--- src/rtl/ahb_rom_pkg.sv ---
// ahb_rom_pkg: shared state encoding, AHB encodings and the transfer-size
// helper used by the AHB-Lite ROM slave.
package ahb_rom_pkg;

    typedef enum logic [2:0] {
        ST_IDLE,
        ST_WAIT,
        ST_DATA,
        ST_ERR1,
        ST_ERR2
    } state_e;

    localparam logic [1:0] HTRANS_IDLE   = 2'b00;
    localparam logic [1:0] HTRANS_BUSY   = 2'b01;
    localparam logic [1:0] HTRANS_NONSEQ = 2'b10;
    localparam logic [1:0] HTRANS_SEQ    = 2'b11;

    localparam logic [1:0] HRESP_OKAY  = 2'b00;
    localparam logic [1:0] HRESP_ERROR = 2'b01;

    // A transfer fits when its byte size does not exceed the bus width.
    function automatic logic size_ok(input logic [2:0] hsize, input int unsigned max_log2);
        return ({29'd0, hsize} <= max_log2);
    endfunction

endpackage

--- src/rtl/ahb_rom_wait_cnt.sv ---
// ahb_rom_wait_cnt: down-counter that times the ROM read latency; load starts
// a wait, done flags the last wait cycle.
import ahb_rom_pkg::*;

module ahb_rom_wait_cnt #(
    parameter int W        = 1,
    parameter int LOAD_VAL = 0
) (
    input  logic clk,
    input  logic rst,
    input  logic load_i,
    input  logic dec_i,
    output logic done_o
);

    logic [W-1:0] cnt_q, cnt_d;

    // NOTE: combinational blocks assign every output a default first so no latch is inferred.
    always_comb begin
        cnt_d = cnt_q;
        if (load_i) begin
            cnt_d = W'(LOAD_VAL);
        end else if (dec_i && (cnt_q != '0)) begin
            cnt_d = cnt_q - W'(1);
        end
    end

    // NOTE: state registers use non-blocking assignments so all flops update together.
    always_ff @(posedge clk or negedge rst) begin
        if (!rst) begin
            cnt_q <= '0;
        end else begin
            cnt_q <= cnt_d;
        end
    end

    assign done_o = (cnt_q == '0);

endmodule

--- src/rtl/ahb_rom_slave.sv ---
// ahb_rom_slave: AHB-Lite slave wrapper for the synchronous boot/data ROM.
// Define AHB_ROM_RDCNT_EN to add the saturating rd_cnt completed-read counter.
import ahb_rom_pkg::*;

module ahb_rom_slave #(
    parameter int          ADDR_W   = 32,
    parameter int          DATA_W   = 32,
    parameter int          ROM_AW   = 14,
    parameter int          WAIT_CYC = 1,
    parameter logic [15:0] MST_MASK = 16'h0004
) (
    input  logic              clk,
    input  logic              rst,
    input  logic              HSEL,
    input  logic [ADDR_W-1:0] HADDR,
    input  logic [1:0]        HTRANS,
    input  logic              HWRITE,
    input  logic [2:0]        HSIZE,
    input  logic [3:0]        HMASTER,
    input  logic              HREADY,
    output logic [DATA_W-1:0] HRDATA_S,
    output logic              HREADYOUT_S,
    output logic [1:0]        HRESP_S,
    input  logic [DATA_W-1:0] ROM_DO,
    output logic              ROM_EN,
    output logic              ROM_OE,
    output logic [ROM_AW-1:0] ROM_A
`ifdef AHB_ROM_RDCNT_EN
    ,
    output logic [31:0]       rd_cnt
`endif
);

    localparam int unsigned B         = $clog2(DATA_W / 8);
    localparam int          WCNT_W    = (WAIT_CYC > 0) ? $clog2(WAIT_CYC + 1) : 1;
    localparam int          WCNT_LOAD = (WAIT_CYC > 0) ? WAIT_CYC - 1 : 0;
    localparam state_e      RD_NEXT   = (WAIT_CYC > 0) ? ST_WAIT : ST_DATA;

    state_e            state_q, state_d;
    logic [ROM_AW-1:0] rom_a_q, rom_a_d;
    logic              xfer_valid, xfer_illegal, can_accept;
    logic              wcnt_load, wcnt_done;
    logic              unused_addr_bits;

    assign xfer_valid   = HSEL & HREADY & ((HTRANS == HTRANS_NONSEQ) | (HTRANS == HTRANS_SEQ));
    assign xfer_illegal = HWRITE | ~MST_MASK[HMASTER] | ~size_ok(HSIZE, B);
    assign unused_addr_bits = ^HADDR;

    always_comb begin
        state_d     = state_q;
        rom_a_d     = rom_a_q;
        wcnt_load   = 1'b0;
        can_accept  = 1'b0;
        HREADYOUT_S = 1'b1;
        HRESP_S     = HRESP_OKAY;
        HRDATA_S    = '0;
        ROM_EN      = 1'b0;
        ROM_OE      = 1'b0;

        unique case (state_q)
            ST_IDLE: can_accept = 1'b1;
            ST_WAIT: begin
                ROM_EN      = 1'b1;
                ROM_OE      = 1'b1;
                HREADYOUT_S = 1'b0;
                if (wcnt_done) state_d = ST_DATA;
            end
            ST_DATA: begin
                ROM_EN     = 1'b1;
                ROM_OE     = 1'b1;
                HRDATA_S   = ROM_DO;
                can_accept = 1'b1;
            end
            ST_ERR1: begin
                HREADYOUT_S = 1'b0;
                HRESP_S     = HRESP_ERROR;
                state_d     = ST_ERR2;
            end
            ST_ERR2: begin
                HRESP_S    = HRESP_ERROR;
                can_accept = 1'b1;
            end
            default: state_d = ST_IDLE;
        endcase

        // IDLE, DATA and ERR2 end an address phase, so they share the accept decision.
        if (can_accept) begin
            state_d = ST_IDLE;
            if (xfer_valid) begin
                if (xfer_illegal) begin
                    state_d = ST_ERR1;
                end else begin
                    rom_a_d   = HADDR[ROM_AW+B-1:B];
                    wcnt_load = 1'b1;
                    state_d   = RD_NEXT;
                end
            end
        end
    end

    always_ff @(posedge clk or negedge rst) begin
        if (!rst) begin
            state_q <= ST_IDLE;
            rom_a_q <= '0;
        end else begin
            state_q <= state_d;
            rom_a_q <= rom_a_d;
        end
    end

    assign ROM_A = rom_a_q;

    ahb_rom_wait_cnt #(
        .W        (WCNT_W),
        .LOAD_VAL (WCNT_LOAD)
    ) u_wait_cnt (
        .clk    (clk),
        .rst    (rst),
        .load_i (wcnt_load),
        .dec_i  (state_q == ST_WAIT),
        .done_o (wcnt_done)
    );

`ifdef AHB_ROM_RDCNT_EN
    logic [31:0] rd_cnt_q;

    always_ff @(posedge clk or negedge rst) begin
        if (!rst) begin
            rd_cnt_q <= '0;
        end else if ((state_q == ST_DATA) && (rd_cnt_q != 32'hFFFF_FFFF)) begin
            rd_cnt_q <= rd_cnt_q + 32'd1;
        end
    end

    assign rd_cnt = rd_cnt_q;
`endif

endmodule

--- config.mk ---
export PLATFORM = sky130hd
export DESIGN_NAME = ahb_rom_slave
export DESIGN_NICKNAME = d
export VERILOG_FILES = /design/src/rtl/ahb_rom_pkg.sv /design/src/rtl/ahb_rom_wait_cnt.sv /design/src/rtl/ahb_rom_slave.sv
export SDC_FILE = /design/constraint.sdc
export NUM_CORES = 1
export LEC_CHECK = 0
export CAP_MARGIN = 20
export CORE_MARGIN = 4
export CORE_UTILIZATION = 28
export DETAILED_ROUTE_END_ITERATION = 16
export PLACE_DENSITY = 0.95
export SLEW_MARGIN = 20
export SYNTH_ARGS = -nofsm -noshare
export SYNTH_HDL_FRONTEND = slang
export SYNTH_SLANG_ARGS = --single-unit
--- constraint.sdc ---
create_clock -name clk -period 3.75 [get_ports clk]
set_input_delay 0.375 -clock clk [delete_from_list [all_inputs] [get_ports clk]]
set_output_delay 0.375 -clock clk [all_outputs]
set_load 0.02 [all_outputs]
==> flow_metrics.tcl <==
set metrics [dict create \
    die-area_um2 4790 \
    clock_latency_ns 0.24 \
    setup-tns-final_ns 0 \
    cts_inserted_buffers 3 \
    syn_area_per_cell_um2 11.7 \
    finalWeightedCongestion 0.697 \
    timing.final.crit_period_ns 2.27 \
    cts_max_path_buffers 2 \
    syn-num-nets 168 \
    grt_max_degree 34 \
    r2r_cells 4 \
    p_total_uw 534 \
    reg2reg_slack_ns 2.21 \
    power_density_nw_per_um2 242 \
    rsz0062_at_grt "no" \
    dp_hpwl_um 2910 \
    cp_data_arrival_time_ns 1.90 \
    yosys_most_used_dff "dfrtp_1" \
    irDropWorstVdd_v 0.000119 \
    seq_area_um2 450 \
    drc 0 \
    tightest_slew_ns 0.771 \
    crit_start "state_q[1]" \
    synth_edf_count 0 \
    fp.dieW_um 69.2 \
    cts_tree "built" \
    place_inst 239 \
    die_y_um 69.2 \
    fmax_ghz 0.440 \
    drtAntennaViolNets 0 \
    firstDrtPassIters 4 \
    cp-start-kind "flop" \
    yosys.area.top_type "dfrtp_1" \
    endpoint "HRDATA_S[24]" \
    final_area_um2 2210 \
    overflow 0 \
    worstPathMaxFanout 33 \
    finalSetupViolations 0 \
    port_buffers 108 \
    htreeDepth 1 \
    route.vias.total 1032 \
    synthesis.area_um2 1050 \
    drive_above_1_share_pct 12.7 \
    wirelength_um 3390 \
    p_leak_nw 0.955 \
    clk_pin_slew_ns 0.06 \
    post-place-ws_ns 1.73 \
    rr_startpoint "state_q[0]" \
    synth-seq-area-share_pct 42.9 \
    cts_setup_buffers 0 \
    antenna_cells 0 \
    finalHoldViolations 0 \
    ys_warn_count 0 \
    syn_to_final_growth_pct 110 \
    vias_per_cell 4.25 \
    place_area_um2 2150 \
    r2r-end "ROM_A[1]" \
    synthCells 90 \
    hold_class "flop to flop" \
    async_flop_share_pct 100 \
    max_slew_margin_pct 48.4 \
    cap_violations 0 \
    drv_slew 0 \
    synth_area_leaders "dfrtp_1 43%, and2_1 20%, mux2_4 13%, mux2_2 5.4%, nor4b_4 2.3%" \
    cts.repair.resized 0 \
    fin_crit_sh_pct 60.6 \
    drt_iter0_markers 10 \
    cp_data_required_time_ns 3.38 \
    path_class "flop to primary output" \
    grt_usage_pct 13.8 \
    cts_hold_buf 0 \
    nets 276 \
    ys_seq_elements 18 \
    rows 21 \
    fin_skew_ns 0.00312 \
    fin_ws_ns 1.48 \
    coreArea_um2 3470 \
    fillers 300 \
    initial_core_util_pct 30.3 \
    end_kind "primary output" \
    synth_top_area_share_pct 42.9 \
    multiInputGateArea_um2 539 \
    grt_first_pass_wirelength_um 5310 \
    avgRoutedWirePerCell_um 14.0 \
    first_global_vias 1088 \
    synth.most_common_cell "and2_1" \
    clkSinkCount 18 \
    synthTopCellsByCount "33 x and2_1, 18 x dfrtp_1, 9 x mux2_4" \
    synth_cell_types 23 \
    pin_count 129 \
    status "finished clean" \
    instances_no_fill 243 \
    cts_root_buf "clkbuf_8" \
    grt_antenna_before_repair 0 \
]
==> through the flow <==
step / utilization (%) / hold slack [ns]
finish: 63.6 / 0.494
global route: 63.6 / 0.524
CTS: 63.6 / 0.505
detailed placement: 62.0 / 0.494
global placement: 62.0 / 0.475
floorplan: - / 0.0794
==> metal layers <==
metal	GRT usage, %	part of all wire (%)
met1	13.1	34
met2	26.4	53
met3	4.93	11
met4	5.64	2.1
met5	0	0
==> layout by cell type, fill, tap and decap left out, types with 2 or more instances in the layout <==
cell type	count
mux2_4	9
dfrtp_1	18
inv_1	2
nor2_1	2
clkdlybuf4s50_1	108
buf_4	2
clkbuf_8	4
nand2b_1	2
and2_1	33
mux2_2	5
==> cell type report <==
| cell class | instances | area share (%) |
|---|---|---|
| flip-flops and latches | 18 | 20.4 |
| well taps | 46 | 2.61 |
| multi-input cells | 63 | 24.4 |
| repair buffers | 110 | 49.7 |
| clock buffers | 4 | 2.50 |
| inverters | 2 | 0.340 |
==> state kept, by name, summed over array words and instances (netlist names) <==
register          count
state_q               3
u_wait_cnt.cnt_q      1
ROM_A                14
==> power breakdown <==
part | total [mW] | internal, mW | switching [mW] | leakage, nW
clock | 0.151 | 0.0929 | 0.0577 | 0.0288
combinational | 0.178 | 0.110 | 0.0677 | 0.678
sequential | 0.205 | 0.201 | 0.00416 | 0.248
==> worst max-delay path, stage by stage (launching register included) <==
cell,delay (ns)
dfrtp_1,0.37
inv_1,0.08
nor3_2,0.15
buf_4,0.26
and2_1,0.18
clkdlybuf4s50_1,0.61
==> worst min-delay path by stage <==
stage	start	to	slack, ns	cells after the start
floorplan	rst	ROM_A[0]	0.08	0
global placement	u_wait_cnt.cnt_q	state_q[1]	0.48	1
detailed placement	ROM_A[9]	ROM_A[9]	0.49	1
CTS	u_wait_cnt.cnt_q	state_q[1]	0.50	1
global route	ROM_A[9]	ROM_A[9]	0.52	1
finish	u_wait_cnt.cnt_q	state_q[1]	0.49	1
==> cells by family after synthesis <==
group | Yosys count | share of synthesized area (%)
buf+inv | 9 | 6.20
simple gates | 43 | 27.7
flops | 18 | 42.9
other cells | 1 | 0.357
compound gates | 5 | 4.65
mux | 14 | 18.2
Note: power is estimated with default switching activity, not from simulation.
